**config.mk**
```make
export PLATFORM = sky130hd
export DESIGN_NAME = scanner_channel
export DESIGN_NICKNAME = d
export VERILOG_FILES = /design/src/rtl/scanner_channel_pkg.sv /design/src/rtl/scanner_channel_buffer.sv /design/src/rtl/scanner_channel.sv
export SDC_FILE = /design/constraint.sdc
export NUM_CORES = 1
export LEC_CHECK = 0
export CAP_MARGIN = 15
export CORE_MARGIN = 5
export CORE_UTILIZATION = 57
export DETAILED_ROUTE_END_ITERATION = 6
export GPL_TIMING_DRIVEN = 0
export PLACE_DENSITY = 0.8
export SYNTH_ARGS = -nofsm -noshare
export SYNTH_HDL_FRONTEND = slang
export SYNTH_HIERARCHICAL = 1
export SYNTH_SLANG_ARGS = --single-unit
```
**constraint.sdc**
```tcl
create_clock -name clk -period 3.62 [get_ports clk]
set_input_delay 0.724 -clock clk [delete_from_list [all_inputs] [get_ports clk]]
set_output_delay 0.724 -clock clk [all_outputs]
set_load 0.02 [all_outputs]
```
**src/rtl/scanner_channel_pkg.sv**
```systemverilog
// Shared types and helpers for the scanner channel.
//   state_e : FSM encoding, also driven out on the 3-bit state port.
//   pct_of  : fill level in whole tenths, floor(count*10/depth).
package scanner_channel_pkg;

  typedef enum logic [2:0] {
    StOff      = 3'd0,
    StStandby  = 3'd1,
    StScanning = 3'd2,
    StIdle     = 3'd3,
    StTransfer = 3'd4,
    StFlush    = 3'd5
  } state_e;

  // Truncating division, no rounding; count <= depth keeps the result in 0..10.
  function automatic logic [3:0] pct_of(input int unsigned count, input int unsigned depth);
    int unsigned pct;
    pct = (count * 10) / depth;
    return pct[3:0];
  endfunction

endpackage

```
**src/rtl/scanner_channel_buffer.sv**
```systemverilog
// Sample buffer for one scanner channel: circular RAM with read/write pointers and an
// occupancy count. The RAM contents are never reset; only pointers and count are.
//   clk, reset : clock, synchronous active-high reset
//   clear      : drop all contents (pointers and count to zero)
//   wr_en      : store wr_data at the write pointer
//   rd_en      : pop the entry at the read pointer
//   rd_data    : oldest buffered sample
//   count      : entries held, 0..DEPTH
module scanner_channel_buffer #(
  parameter int unsigned DATA_W = 8,
  parameter int unsigned DEPTH  = 16,
  localparam int unsigned AW    = $clog2(DEPTH + 1)
) (
  input  logic              clk,
  input  logic              reset,
  input  logic              clear,
  input  logic              wr_en,
  input  logic [DATA_W-1:0] wr_data,
  input  logic              rd_en,
  output logic [DATA_W-1:0] rd_data,
  output logic [AW-1:0]     count
);

  localparam int unsigned PW = $clog2(DEPTH);

  logic [DATA_W-1:0] mem_q [DEPTH];
  logic [PW-1:0]     wr_ptr_q, rd_ptr_q;
  logic [AW-1:0]     count_q;

  // Explicit wrap so non-power-of-two depths work.
  function automatic logic [PW-1:0] ptr_next(input logic [PW-1:0] ptr);
    return (ptr == PW'(DEPTH - 1)) ? '0 : ptr + PW'(1);
  endfunction

  always_ff @(posedge clk) begin
    if (wr_en) begin
      mem_q[wr_ptr_q] <= wr_data;
    end
  end

  always_ff @(posedge clk) begin
    if (reset || clear) begin
      wr_ptr_q <= '0;
      rd_ptr_q <= '0;
      count_q  <= '0;
    end else begin
      if (wr_en) begin
        wr_ptr_q <= ptr_next(wr_ptr_q);
      end
      if (rd_en) begin
        rd_ptr_q <= ptr_next(rd_ptr_q);
      end
      if (wr_en && !rd_en) begin
        count_q <= count_q + AW'(1);
      end else if (rd_en && !wr_en) begin
        count_q <= count_q - AW'(1);
      end
    end
  end

  assign rd_data = mem_q[rd_ptr_q];
  assign count   = count_q;

endmodule

```
**src/rtl/scanner_channel.sv**
```systemverilog
// Scanner channel: control FSM around a sample buffer, with fill progress in tenths and
// one-cycle threshold-crossing pulses used to hand off to a peer channel.
//   clk, reset                          : clock, synchronous active-high reset
//   power_on, go_standby, start_scan,
//   start_transfer, flush               : control inputs (see FSM below)
//   in_valid/in_ready/in_data           : sample input stream, accepted while SCANNING
//   out_valid/out_ready/out_data        : transfer stream, oldest sample first, while TRANSFER
//   state                               : current FSM state
//   progress                            : floor(count*10/DEPTH)
//   ready_to_transfer                   : SCANNING and progress >= READY_PCT
//   other_standby/other_start/other_flush : crossing pulses for the peer channel
module scanner_channel
  import scanner_channel_pkg::*;
#(
  parameter int unsigned DATA_W      = 8,
  parameter int unsigned DEPTH       = 16,
  parameter int unsigned READY_PCT   = 5,
  parameter int unsigned STANDBY_PCT = 8,
  parameter int unsigned START_PCT   = 9
) (
  input  logic              clk,
  input  logic              reset,
  input  logic              power_on,
  input  logic              go_standby,
  input  logic              start_scan,
  input  logic              start_transfer,
  input  logic              flush,
  input  logic              in_valid,
  input  logic [DATA_W-1:0] in_data,
  output logic              in_ready,
  output logic              out_valid,
  output logic [DATA_W-1:0] out_data,
  input  logic              out_ready,
  output logic [2:0]        state,
  output logic [3:0]        progress,
  output logic              ready_to_transfer,
  output logic              other_standby,
  output logic              other_start,
  output logic              other_flush
);

  localparam int unsigned AW         = $clog2(DEPTH + 1);
  localparam logic [3:0]  ReadyPct   = 4'(READY_PCT);
  localparam logic [3:0]  StandbyPct = 4'(STANDBY_PCT);
  localparam logic [3:0]  StartPct   = 4'(START_PCT);

  state_e        state_q;
  logic [3:0]    prev_progress_q;
  logic          fill_q;
  logic [AW-1:0] count;
  logic          wr_en, rd_en, clear, last_write, pulse_en;

  assign in_ready   = (state_q == StScanning) && (count < AW'(DEPTH));
  assign out_valid  = (state_q == StTransfer) && (count != '0);
  assign wr_en      = in_valid && in_ready;
  // A flush aborts the transfer, so a pop offered in the same cycle is not taken.
  assign rd_en      = out_valid && out_ready && !flush;
  assign last_write = wr_en && (count == AW'(DEPTH - 1));

  assign clear = ((state_q == StStandby) && start_scan) ||
                 ((state_q == StIdle) && !start_transfer && !flush && go_standby) ||
                 (state_q == StFlush);

  scanner_channel_buffer #(
    .DATA_W (DATA_W),
    .DEPTH  (DEPTH)
  ) u_buffer (
    .clk     (clk),
    .reset   (reset),
    .clear   (clear),
    .wr_en   (wr_en),
    .wr_data (in_data),
    .rd_en   (rd_en),
    .rd_data (out_data),
    .count   (count)
  );

  always_ff @(posedge clk) begin
    if (reset) begin
      state_q         <= StOff;
      prev_progress_q <= '0;
      fill_q          <= 1'b0;
    end else begin
      prev_progress_q <= progress;
      fill_q          <= last_write;
      unique case (state_q)
        StOff: begin
          if (power_on || go_standby) state_q <= StStandby;
        end
        StStandby: begin
          if (start_scan) state_q <= StScanning;
        end
        StScanning: begin
          if (last_write) state_q <= StIdle;
        end
        StIdle: begin
          if (start_transfer)  state_q <= StTransfer;
          else if (flush)      state_q <= StFlush;
          else if (go_standby) state_q <= StStandby;
        end
        StTransfer: begin
          if (flush)                                state_q <= StFlush;
          else if (rd_en && (count == AW'(1)))      state_q <= StStandby;
        end
        StFlush: begin
          state_q <= StStandby;
        end
        default: state_q <= StOff;
      endcase
    end
  end

  assign state    = state_q;
  assign progress = pct_of(32'(count), DEPTH);

  assign ready_to_transfer = (state_q == StScanning) && (progress >= ReadyPct);

  // The write that fills the buffer lands in the first IDLE cycle; keep crossings live
  // there too so thresholds between the last partial tenth and 10 still fire once per pass.
  assign pulse_en = (state_q == StScanning) || fill_q;

  assign other_flush   = pulse_en && (prev_progress_q < ReadyPct)   && (progress >= ReadyPct);
  assign other_standby = pulse_en && (prev_progress_q < StandbyPct) && (progress >= StandbyPct);
  assign other_start   = pulse_en && (prev_progress_q < StartPct)   && (progress >= StartPct);

endmodule

```
* After elaboration in Yosys (flattened, before gate mapping)
Memories as Yosys holds them, arrays and structs flattened. A register that Yosys moved wholly into a read port is not among the register bits.
Index checks and enable logic that the tools add are counted.
** Word-level totals
- Memories kept :: 1
- Logic and storage cells :: 83
- Output and inout port bits :: 21
- RAM bits :: 128
- Bits in registers :: 21
** Memory list
- u_buffer.mem_q :: depth 16, width 8, rd ports 1, clocked after memory_dff 1, write ports 1, line scanner_channel_buffer.sv:26 : logic [DATA_W-1:0] mem_q [DEPTH];
** Cells by class
- $lt $le $gt $ge :: 7
- Add/subtract/negate cells :: 4
- Eq/ne operators :: 14
- Multiplexer cells :: 17
- Reduce and logical (&&, ||, !) cells :: 33
- Multiply operators :: 1
** Operators with widths (number)
- $mux 3 :: 8
- $logic_and 1x1->1 :: 20
- $pmux 3 s6 :: 1
- $mux 4 :: 4
- $mux 5 :: 2
- $add 4x1->4 const B :: 2
- $eq 4x4->1 const B :: 2
- $ge 4x4->1 const B :: 2
- $lt 4x4->1 const B :: 2
- $mul 5x3->7 const B :: 1
- $eq 3x2->1 const B :: 2
- $eq 3x3->1 const B :: 2
- $ne 2x2->1 const B :: 3
- $add 5x1->5 const B :: 1
- $eq 5x1->1 const B :: 1
- $eq 5x4->1 const B :: 1
- $logic_or 1x1->1 :: 5
- $lt 5x5->1 const B :: 1
- $reduce_and 5->1 :: 1
- $reduce_bool 5->1 :: 1
- $sub 5x1->5 const B :: 1
- $ge 4x3->1 const B :: 1
- $logic_not 1->1 :: 4
- $lt 4x3->1 const B :: 1
- 6 further kinds :: 7

* Depth between registers and ports, before layout
Gate-level depths: netlist of the first run.
- Depth after elaboration :: 8
- Mapped depth :: 12

* Modules after synthesis
Netlist of the first run, hierarchy kept.
** Modules (own cells, without submodules)
- scanner_channel_buffer :: instances 1, area an instance 5833.1 µm², cells each 309
- scanner_channel :: instances 1, area an instance 690.7 µm², cells each 85

* Worst setup path after synthesis of the first run
No wires, ideal clock.
- Kind :: register to output
- Start :: reg u_buffer.count_q[1] (netlist: u_buffer/count[1])
- End :: out other_start
- Cell stages (with the launch flop) :: 8
- Buffers on the path :: 0
- Required time :: 2896 ps
- Arrival time :: 2503 ps
- Path slack :: 393 ps
- Cell sequence :: dfxtp_1 > ha_1 > ha_1 > inv_1 > fa_1 > xnor2_1 > o22ai_1 > nor4_1
** Between the ends
- Word-level cells in the longest chain between the ends :: 3
** RTL lines
- from (decl) :: line scanner_channel_buffer.sv:28 : logic [AW-1:0] count_q;
- from (signal assigned) :: line scanner_channel_buffer.sv:54 : count_q <= count_q + AW'(1);
- from (signal assigned) :: line scanner_channel_buffer.sv:56 : count_q <= count_q - AW'(1);
- $mul 5x3->7 :: line scanner_channel_pkg.sv:18 : pct = (count * 10) / depth;
- net progress[2] :: line scanner_channel.sv:35 : output logic [3:0] progress,
- $ge 4x4->1 :: line scanner_channel.sv:124 : assign other_start = pulse_en && (prev_progress_q < StartPct) && (progress >= StartPct);
- $logic_and 1x1->1 :: line scanner_channel.sv:124
- to (decl) :: line scanner_channel.sv:38 : output logic other_start,
The timed path passes the listed nets, and every way through them passes these cells.

* Worst setup path in the final report of the first run
- Start :: reg u_buffer.count_q[1] (netlist: u_buffer/count[1])
- End :: out other_start
** Between the ends
- Word-level cells in the longest chain between the ends :: 3
** RTL lines (line)
- $mul 5x3->7 :: scanner_channel_pkg.sv:18
- $ge 4x4->1 :: scanner_channel.sv:124
- $logic_and 1x1->1 :: scanner_channel.sv:124
Every way passes these cells.

==> results of run 1 <==
[power by group]
part | switching (W) | internal (W)
logic | 0.0000939 | 0.0000724
clock network | 0.000750 | 0.00112
registers | 0.00000908 | 0.00192
total | 0.000853 | 0.00310
[worst paths after layout]
kind,from,to,slack [ns],cells past startpoint
worst min register to register,u_buffer/rd_ptr_q[3],u_buffer/rd_ptr_q[3],0.52,2
worst max register to register,u_buffer/count[2],u_buffer/count[4],0.32,10
worst max-delay path,u_buffer/count[1],other_start,0.18,8
worst min-delay path,u_buffer/rd_ptr_q[3],u_buffer/rd_ptr_q[3],0.52,2
[area by class of cell]
class | instances | area, sq um
buffer | 17 | 133.9
clock buffer | 17 | 425.4
clock inverter | 15 | 209.0
fill | 741 | 3621
inverter | 13 | 48.80
multi-input combinational | 211 | 1997
sequential | 153 | 4345
tap | 143 | 178.9
timing repair buffer | 37 | 361.6
[worst max-delay path, cell delays in order, from the launching register on]
cell and delay, ns:
dfxtp_1 0.37, ha_1 0.31, ha_1 0.19, inv_1 0.07
fa_1 0.38, xnor2_1 0.27, o22ai_1 0.15, nor4_1 0.19
dlygate4sd2_1 0.38
[kinds of logic (layout without fill, tap and decap cells)]
family                     Yosys count  after routing  share of synthesized area (%)
muxes                               37             37                          12.85
buffers and inverters               30             99                          2.800
adders and majority gates           16             16                          3.299
xor gates and xnor gates             5              5                         0.6712
DFF                                153            153                          66.59
and+or+nand+nor                    105            105                          8.899
AOI/OAI and AO/OA                   48             48                          4.891
[synth_stat cells, types with 3 or more instances]
cell	n
nand2_1	18
and3_1	3
or3_1	3
buf_6	4
xor2_1	4
nand2b_1	3
nor3b_1	4
nand3_1	7
dfxtp_1	25
and3b_1	3
mux4_2	14
edfxtp_1	128
clkbuf_1	3
ha_1	14
a21oi_1	15
buf_4	4
a22oi_1	16
nor2_1	24
buf_2	3
mux2i_1	5
inv_1	13
mux4_1	18
nor2b_1	3
nor3_1	3
and2_1	18
o21ai_0	4
[per-stage QoR]
| step | hold slack, ns | cells | cell area [sq um] | util, % | worst slack (ns) |
|---|---|---|---|---|---|
| global route | 0.5843 | 606 | 7700 | 68.02 | 0.04487 |
| floorplan | 0.4724 | 394 | 6524 | - | 0.3927 |
| global placement | 0.4957 | 574 | 7073 | 62.48 | -0.1469 |
| finish | 0.5209 | 606 | 7700 | 68.02 | 0.1791 |
| detailed placement | 0.5045 | 574 | 7073 | 62.48 | -0.2025 |
| CTS | 0.5227 | 606 | 7704 | 68.05 | 0.02992 |
[registers in the layout, indices dropped and copies added (netlist names), named ones only]
signal             count
state                  3
u_buffer/mem_q       128
u_buffer/count         5
prev_progress_q        4
u_buffer/wr_ptr_q      4
u_buffer/rd_ptr_q      4
fill_q                 1
[layer usage]
metal  up-vias  global-route usage, %  wire length (microns)
met1      1821                  25.19                   4891
met5         -                      0                      0
met3        16                  5.656                   1020
li1       1671                      -                      -
met2       157                  32.73                   6499
met4         0                  7.645                    212
[timing repair]
item,CTS,global route
endpoints found under the setup margin,3,3
resized for setup,3,6
buffers inserted,0,0
pin swaps,0,1
==> summary.txt, run 1 <==
Flow run
  – Max-cap violations: 0

CTS
  – Clk Latency, worst-skew pair: 0.42 ns
  – Hold-fix buffer count after cts: 0
  – Buffer type at the clock tree root: clkbuf_16
  – Maximum clock insertion buffer count: 2
  – H-tree lvl count: 4
  – CTS sink count: 153
  – Clock-pin transition on the worst setup and hold timing paths: 0.06 ns
  – TritonCTS buffer count: 17
  – CTS tree: done

STA
  – Relative max-transition margin: 37.98%
  – Post-route fraction of the period consumed by the critical path: 95.05%
  – Slew @ Worst Pin: 0.9174 ns
  – Final-report setup violation count: 0
  – Final hold violations: 0
  – Final clock skew: 0.009518 ns
  – Setup TNS: 0 ns
  – Max Clock Freq: 290.6 MHz
  – Unrepaired setup endpoints after global routing: false
  – Post-layout min period: 3.441 ns
  – Slew Limit Fails: 0

Critical path
  – Arrival time worst endpoint: 2.72 ns
  – Worst Path Max Fanout: 6
  – Critical setup path kind: reg -> out
  – Startpoint kind of the worst setup timing path: flop
  – Sort of element at the end of the critical path: output pin
  – Data required time of the worst path: 2.90 ns

Die
  – Area of the die: 13680 sq um
  – Initial standard-cell utilization of the core: 57.63%
  – I/O pin total: 38
  – Floorplan row count: 39
  – Core area: 11320 sq um
  – Die width: 117.0 microns
  – Die Ht: 117.0 microns

GRT
  – Number of antenna violations at the first check in global routing: 0
  – First-pass GRT wire length: 19380 microns
  – Overall fraction of global-route tracks in use: 19.87%
  – Maximum number of pins on one net before global-route repair: 17
  – Final global-route overflow total: 0
  – Via count of the first global-routing pass: 3597

Power
  – Total leakage power: 2.666 nW
  – Worst supply voltage drop on vdd: 345.1 uV
  – Final Power: 0.003957 W
  – Cell area power density: 513.9 nW/um^2

Layout
  – Ant diodes: 0
  – Nets: 483
  – Area growth from synthesis to layout: 18.03%
  – Leading cell type in the layout, fill and taps excluded: edfxtp_1
  – Top library cells by usage in the layout, fill and taps aside: edfxtp_1 (128), clkdlybuf4s50_1 (33), nor2_1 (24), dfxtp_1 (24)
  – Proportion of layout cells with a drive suffix above 1: 14.47%

Route
  – First-iteration detailed-routing DRC count: 331
  – Count of vias placed by the detailed router: 3665
  – Average routed wire per standard cell: 20.83 microns
  – Residual DRC count: 0
  – Total iterations of the first detailed-routing run: 5
  – Total length of routed wires: 12620 microns
  – Number of routed nets with antenna violations: 0
  – Number of vias per cell: 6.048

Place
  – Routability Congestion: 0.8777
  – Detailed-placement wirelength estimate: 8417 microns
  – Port Buffer Count: 37

Synthesis
  – Count of flip-flops with a built-in enable after synthesis: 128
  – Top cells by area, synth: edfxtp_1 (59%), dfxtp_1 (7.7%), mux4_1 (7.2%)
  – Cell type with the highest aggregate area in the netlist: edfxtp_1
  – Distinct cell type count after synthesis: 51
  – Post-Synthesis Net Count: 427
  – Share of flip-flops with an asynchronous set or reset after synthesis: 0%
  – Share of synthesized area occupied by flip-flops and latches: 66.59%
  – Mean Syn Cell Area: 16.56 sq um
  – Mapped Area: 6524 sq um
  – Synthesis Warnings: 6
  – Flip-flop and latch count after synthesis: 153
  – Mapped Cells: 394
  – Share of Yosys cell area claimed by the top area cell type: 58.92%
  – Primary flip-flop cell chosen by synthesis mapping: edfxtp_1

Outcome
  – Result of the run: finished clean

Worst hold path
  – Min-delay worst type: reg -> reg
(Power assumes the default switching activity.)
==> run 2: changes to the inputs <==
- ABC_AREA: not set -> 0
- MAX_ROUTING_LAYER: not set -> met4
==> run 2 against run 1 <==
  * First-iteration DRC count is 13% lower
  * Global-route usage rose by 0.61 points
  * Total power about the same
  * Final area unchanged
  * Clock skew grew 0.0014 ns
  * Clock-buffer cell count is the same
  * Sequential share of layout area is the same
  * Maximum frequency is 0.19% lower
  * Combinational power hardly changed
  * Register-to-register slack is essentially flat
==> summary.txt, run 2 (synthesis gave the netlist of run 1 again) <==
STA
  – Final clock skew: 0.01089 ns (+0.001372 ns)
  – Relative max-transition margin: 36.99% (-0.98 points)
  – Slew @ Worst Pin: 0.9320 ns (+0.01456 ns)
  – Hold Worst Slack: 0.5207 ns (-0.0001500 ns)
  – Setup TNS: 0 ns (unchanged)
  – Unrepaired setup endpoints after global routing: false
  – Final hold violations: 0 (unchanged)
  – Final-report setup violation count: 0 (unchanged)
  – Max Clock Freq: 290.1 MHz (-0.19%)
  – Post-layout min period: 3.448 ns (+0.006652 ns)
  – Post-route fraction of the period consumed by the critical path: 95.23% (+0.18 points)
  – Slew Limit Fails: 0 (unchanged)

Flow run
  – Max-cap violations: 0 (unchanged)

Layout
  – Ant diodes: 0 (unchanged)
  – Most flops, register: u_buffer/mem_q
  – Final core utilization: 68.02% (unchanged)
  – Biggest regs: u_buffer/mem_q x128, u_buffer/count x5
  – Area growth from synthesis to layout: 18.03% (unchanged)
  – Leading cell type in the layout, fill and taps excluded: edfxtp_1
  – Flip-flop count of the largest register, all copies and words added: 128 (unchanged)
  – Non-filler cells in the finished layout: 606 (unchanged)
  – Proportion of layout cells with a drive suffix above 1: 14.47% (unchanged)
  – Top library cells by usage in the layout, fill and taps aside: edfxtp_1 (128), clkdlybuf4s50_1 (33), nor2_1 (24), dfxtp_1 (24)
  – Nets: 483 (unchanged)

GRT
  – Via count of the first global-routing pass: 3613 (+0.44%)
  – Number of antenna violations at the first check in global routing: 0 (unchanged)
  – First-pass GRT wire length: 19370 microns (about the same)
  – Overall fraction of global-route tracks in use: 20.49% (+0.61 points)
  – Final global-route overflow total: 0 (unchanged)
  – Maximum number of pins on one net before global-route repair: 17 (unchanged)

CTS
  – CTS tree: done
  – CTS sink count: 153 (unchanged)
  – Hold-fix buffer count after cts: 0 (unchanged)
  – Clk Latency, worst-skew pair: 0.42 ns (about the same)
  – TritonCTS buffer count: 17 (unchanged)
  – Buffer type at the clock tree root: clkbuf_16
  – Number of buffers inserted to repair setup after CTS: 0 (unchanged)
  – Maximum clock insertion buffer count: 2 (unchanged)
  – Clock-pin transition on the worst setup and hold timing paths: 0.06 ns (about the same)
  – H-tree lvl count: 4 (unchanged)

Critical path
  – Capturing point of the worst reg2reg path: u_buffer/count[4]
  – Data required time of the worst path: 2.90 ns (about the same)
  – Worst Path Max Fanout: 6 (unchanged)
  – Register-to-register setup slack: 0.33 ns (about the same)
  – Worst setup endpoint: other_start
  – Arrival time worst endpoint: 2.72 ns (about the same)
  – Number of cells traversed by the worst register-to-register path: 10 (unchanged)
  – Critical setup path kind: reg -> out
  – Start point of the critical path: u_buffer/count[1]
  – Startpoint kind of the worst setup timing path: flop
  – Reg2Reg Launch Point: u_buffer/count[2]
  – Sort of element at the end of the critical path: output pin

Route
  – Total length of routed wires: 12610 microns (-0.11%)
  – Total iterations of the first detailed-routing run: 5 (unchanged)
  – Average routed wire per standard cell: 20.81 microns (-0.11%)
  – Number of vias per cell: 6.050 (about the same)
  – Residual DRC count: 0 (unchanged)
  – First-iteration detailed-routing DRC count: 288 (-13%)
  – Count of vias placed by the detailed router: 3666 (+0.027%)
  – Number of routed nets with antenna violations: 0 (unchanged)

Place
  – Port Buffer Count: 37 (unchanged)
  – Routability Congestion: 0.8922 (+1.7%)
  – Detailed-placement wirelength estimate: 8417 microns (unchanged)
  – DP Cell Count: 574 (unchanged)

Die
  – Die width: 117.0 microns (unchanged)
  – Floorplan row count: 39 (unchanged)
  – Area of the die: 13680 sq um (unchanged)
  – Die Ht: 117.0 microns (unchanged)
  – I/O pin total: 38 (unchanged)
  – Core area: 11320 sq um (unchanged)
  – Initial standard-cell utilization of the core: 57.63% (unchanged)

Power
  – Final Power: 0.003958 W (about the same)
  – Worst supply voltage drop on vdd: 346.0 uV (+0.26%)
  – Total leakage power: 2.666 nW (unchanged)
  – Cell area power density: 514.0 nW/um^2 (about the same)

Outcome
  – Result of the run: finished clean

Worst hold path
  – Min-delay worst type: reg -> reg
-- run 2: cell type report --
class | instances | area, sq um
flip-flops and latches | 153 | 4345
fillers | 741 | 3621
multi-input cells | 211 | 1997
clock buffers | 17 | 425.4
repair buffers | 37 | 361.6
clock inverters | 15 | 209.0
well taps | 143 | 178.9
plain buffers | 17 | 133.9
inverters | 13 | 48.80
-- run 2: critical path, stage by stage (launching register included) --
cell,delay (ns)
dfxtp_1,0.37
ha_1,0.31
ha_1,0.19
inv_1,0.07
fa_1,0.38
xnor2_1,0.27
o22ai_1,0.15
nor4_1,0.19
dlygate4sd2_1,0.38
-- run 2: worst min path at each step --
| stage | cells past startpoint | startpoint | endpoint |
|---|---|---|---|
| global route | 2 | u_buffer/wr_ptr_q[0] | u_buffer/wr_ptr_q[0] |
| CTS | 2 | u_buffer/rd_ptr_q[3] | u_buffer/rd_ptr_q[3] |
| detailed placement | 2 | u_buffer/rd_ptr_q[3] | u_buffer/rd_ptr_q[3] |
| global placement | 2 | u_buffer/rd_ptr_q[3] | u_buffer/rd_ptr_q[3] |
| floorplan | 2 | u_buffer/rd_ptr_q[3] | flop |
| finish | 2 | u_buffer/rd_ptr_q[3] | u_buffer/rd_ptr_q[3] |
-- run 2: metrics by stage --
| stage | area, sq um | setup WS [ns] |
|---|---|---|
| final | 7700 | 0.1725 |
| after CTS | 7704 | 0.02992 |
| after detailed placement | 7073 | -0.2025 |
| after global placement | 7073 | -0.1469 |
| after global routing | 7700 | 0.04707 |
| after floorplan | 6524 | 0.3927 |
-- run 2: what timing repair did --
item	in CTS	in global routing
pin swaps	0	1
setup endpoints to repair	3	3
hold endpoints to repair	0	0
resized for setup	3	6
-- run 2: routing by layer --
metal / up-vias / global-route usage [%] / wire, microns
li1: 1671 / - / -
met1: 1814 / 25.26 / 5011
met2: 156 / 32.84 / 6409
met3: 25 / 5.398 / 876
met4: 0 / 7.645 / 314
met5: - / - / 0
-- run 2: where the power goes --
part	internal, W	leakage [nW]	switching, W
logic	0.0000724	1.01	0.0000940
registers	0.00192	1.35	0.00000903
clock network	0.00112	0.301	0.000751
==> run 3: changes to the inputs <==
- CORE_MARGIN: 5 -> not set
- TNS_END_PERCENT: not set -> 10
==> run 3 against run 2 <==
  * Via count grew 1.5%
  * First-iteration DRC count shrank 11%
  * Largest cell class unchanged
  * Register-to-register slack gained 0.08 ns
  * Clock power shrank 9%
  * Sequential share of layout area grew 0.35 points
==> summary.txt, run 3 (synthesis gave the netlist of run 1 again) <==
GRT
  – Via count of the first global-routing pass: 3746 (+3.7%)
  – Overall fraction of global-route tracks in use: 24.62% (+4.1 points)
  – Maximum number of pins on one net before global-route repair: 17 (unchanged)
  – Final global-route overflow total: 0 (unchanged)
  – First-pass GRT wire length: 19870 microns (+2.6%)
  – Number of antenna violations at the first check in global routing: 0 (unchanged)

Route
  – Residual DRC count: 0 (unchanged)
  – Number of vias per cell: 6.172 (+2.0%)
  – First-iteration detailed-routing DRC count: 257 (-11%)
  – Number of routed nets with antenna violations: 0 (unchanged)
  – Average routed wire per standard cell: 21.35 microns (+2.6%)
  – Total iterations of the first detailed-routing run: 5 (unchanged)
  – Total length of routed wires: 12870 microns (+2.1%)
  – Count of vias placed by the detailed router: 3722 (+1.5%)

CTS
  – Clk Latency, worst-skew pair: 0.42 ns (about the same)
  – CTS tree: done
  – CTS sink count: 153 (unchanged)
  – Hold-fix buffer count after cts: 0 (unchanged)
  – Buffer type at the clock tree root: clkbuf_16
  – TritonCTS buffer count: 17 (unchanged)
  – Maximum clock insertion buffer count: 2 (unchanged)
  – H-tree lvl count: 4 (unchanged)
  – Clock-pin transition on the worst setup and hold timing paths: 0.06 ns (about the same)

Flow run
  – Max-cap violations: 0 (unchanged)

Critical path
  – Data required time of the worst path: 2.90 ns (about the same)
  – Startpoint kind of the worst setup timing path: flop
  – Sort of element at the end of the critical path: output pin
  – Start point of the critical path: u_buffer/count[1]
  – Reg2Reg Launch Point: u_buffer/count[2]
  – Register-to-register setup slack: 0.41 ns (+0.08 ns)
  – Worst Path Max Fanout: 6 (unchanged)
  – Critical setup path kind: reg -> out
  – Arrival time worst endpoint: 2.68 ns (-0.04 ns)

STA
  – Relative max-transition margin: 40.96% (+4.0 points)
  – Slew Limit Fails: 0 (unchanged)
  – Final-report setup violation count: 0 (unchanged)
  – Final clock skew: 0.01022 ns (-0.0006716 ns)
  – Slew @ Worst Pin: 0.8733 ns (-0.05864 ns)
  – Final hold violations: 0 (unchanged)
  – Unrepaired setup endpoints after global routing: false
  – Max Clock Freq: 293.7 MHz (+1.3%)
  – Post-route fraction of the period consumed by the critical path: 94.05% (-1.2 points)
  – Post-layout min period: 3.405 ns (-0.04293 ns)
  – Setup TNS: 0 ns (unchanged)

Worst hold path
  – Source of the worst hold timing path: u_buffer/count[4]
  – Min-delay worst type: reg -> reg

Layout
  – Area growth from synthesis to layout: 17.40%
  – Biggest regs: u_buffer/mem_q x128, u_buffer/count x5
  – Flip-flop count of the largest register, all copies and words added: 128 (unchanged)
  – Proportion of layout cells with a drive suffix above 1: 15.33% (+0.86 points)
  – Nets: 483 (unchanged)
  – Most flops, register: u_buffer/mem_q
  – Leading cell type in the layout, fill and taps excluded: edfxtp_1
  – Ant diodes: 0 (unchanged)
  – Non-filler cells in the finished layout: 603 (-0.50%)
  – Top library cells by usage in the layout, fill and taps aside: edfxtp_1 (128), clkdlybuf4s50_1 (33), nor2_1 (24), dfxtp_1 (21)

Outcome
  – Result of the run: finished clean

Power
  – Switching share of power: 20.91% (-0.68 points)
  – Fraction of power consumed by sequential logic: 50.6% (+2.0 points)
  – Proportion of power drawn by the clock network: 45.0% (-2.2 points)
  – Net load switching power: 0.0007953 W (-6.9%)
  – Internal power component: 0.003009 W (-3.1%)
  – Worst supply voltage drop on vdd: 350.6 uV (+1.3%)
  – Combinational cell fraction of total power: 4.4% (+0.2 points)
  – Cell area power density: 496.7 nW/um^2 (-3.4%)
  – Total leakage power: 2.639 nW (-1.0%)

Die
  – Die Ht: 109.0 microns (-6.8%)
  – Initial standard-cell utilization of the core: 59.40% (+1.8 points)
  – Die width: 109.0 microns (-6.8%)
  – I/O pin total: 38 (unchanged)
  – Core area: 10980 sq um (-3.0%)
  – Area of the die: 11880 sq um (-13%)
  – Floorplan row count: 38 (-2.6%)

Place
  – Port Buffer Count: 37 (unchanged)
  – Detailed-placement wirelength estimate: 8330 microns (-1.0%)
  – DP Cell Count: 571 (-0.52%)
  – Routability Congestion: 0.8184 (-8.3%)
[run 3: critical path, stage by stage, from the launching register on]
cell	delay, ns
dfxtp_2	0.36
ha_1	0.29
ha_2	0.21
inv_1	0.06
fa_1	0.53
nand2b_1	0.09
a222oi_1	0.43
a21oi_1	0.13
clkbuf_2	0.17
[run 3: power groups by stage]
stage	logic, W	registers (W)	clock network (W)
finish	0.000166	0.00193	0.00171
CTS	0.000166	0.00193	0.00173
global route	0.000181	0.00193	0.00180
detailed placement	0.000164	0.00196	0
global placement	0.000158	0.00196	0
floorplan	0.0000865	0.00196	0
[run 3: metal layers]
metal	share of wire, %	global-route usage, %
met5	0	-
met4	2.3	9.170
met1	40	28.55
met3	5.7	5.619
met2	52	41.82
[run 3: timing repair]
action | in CTS | in global routing
buffers inserted | 0 | 0
endpoints found under the setup margin | 3 | 3
pin swaps | 1 | 1
resized for setup | 4 | 11
[run 3: worst paths after layout]
kind	end	depth (start not counted)
setup / recovery	ready_to_transfer	8
hold / removal	u_buffer/count[4]	2
setup reg to reg	u_buffer/count[4]	10
hold reg to reg	u_buffer/count[4]	2
[run 3: per-stage QoR]
step / util [%] / total power, W / instance area, sq um / worst slack [ns] / hold WS, ns
after global placement: 64.37 / 0.002120 / 7069 / -0.007681 / 0.5002
after floorplan: - / 0.002050 / 6524 / 0.3927 / 0.4724
final: 69.73 / 0.003804 / 7659 / 0.2154 / 0.5240
after detailed placement: 64.37 / 0.002127 / 7069 / -0.07347 / 0.5035
after CTS: 69.67 / 0.003823 / 7652 / 0.006689 / 0.5181
after global routing: 69.73 / 0.003904 / 7659 / 0.1046 / 0.5539
[run 3: area by class of cell]
| cell class | instances | area, sq um |
|---|---|---|
| sequential | 153 | 4349 |
| fill | 688 | 3324 |
| multi-input combinational | 211 | 2011 |
| clock buffer | 19 | 432.9 |
| timing repair buffer | 37 | 361.6 |
| tap | 140 | 175.2 |
| clock inverter | 13 | 146.4 |
| buffer | 17 | 133.9 |
| inverter | 13 | 48.80 |
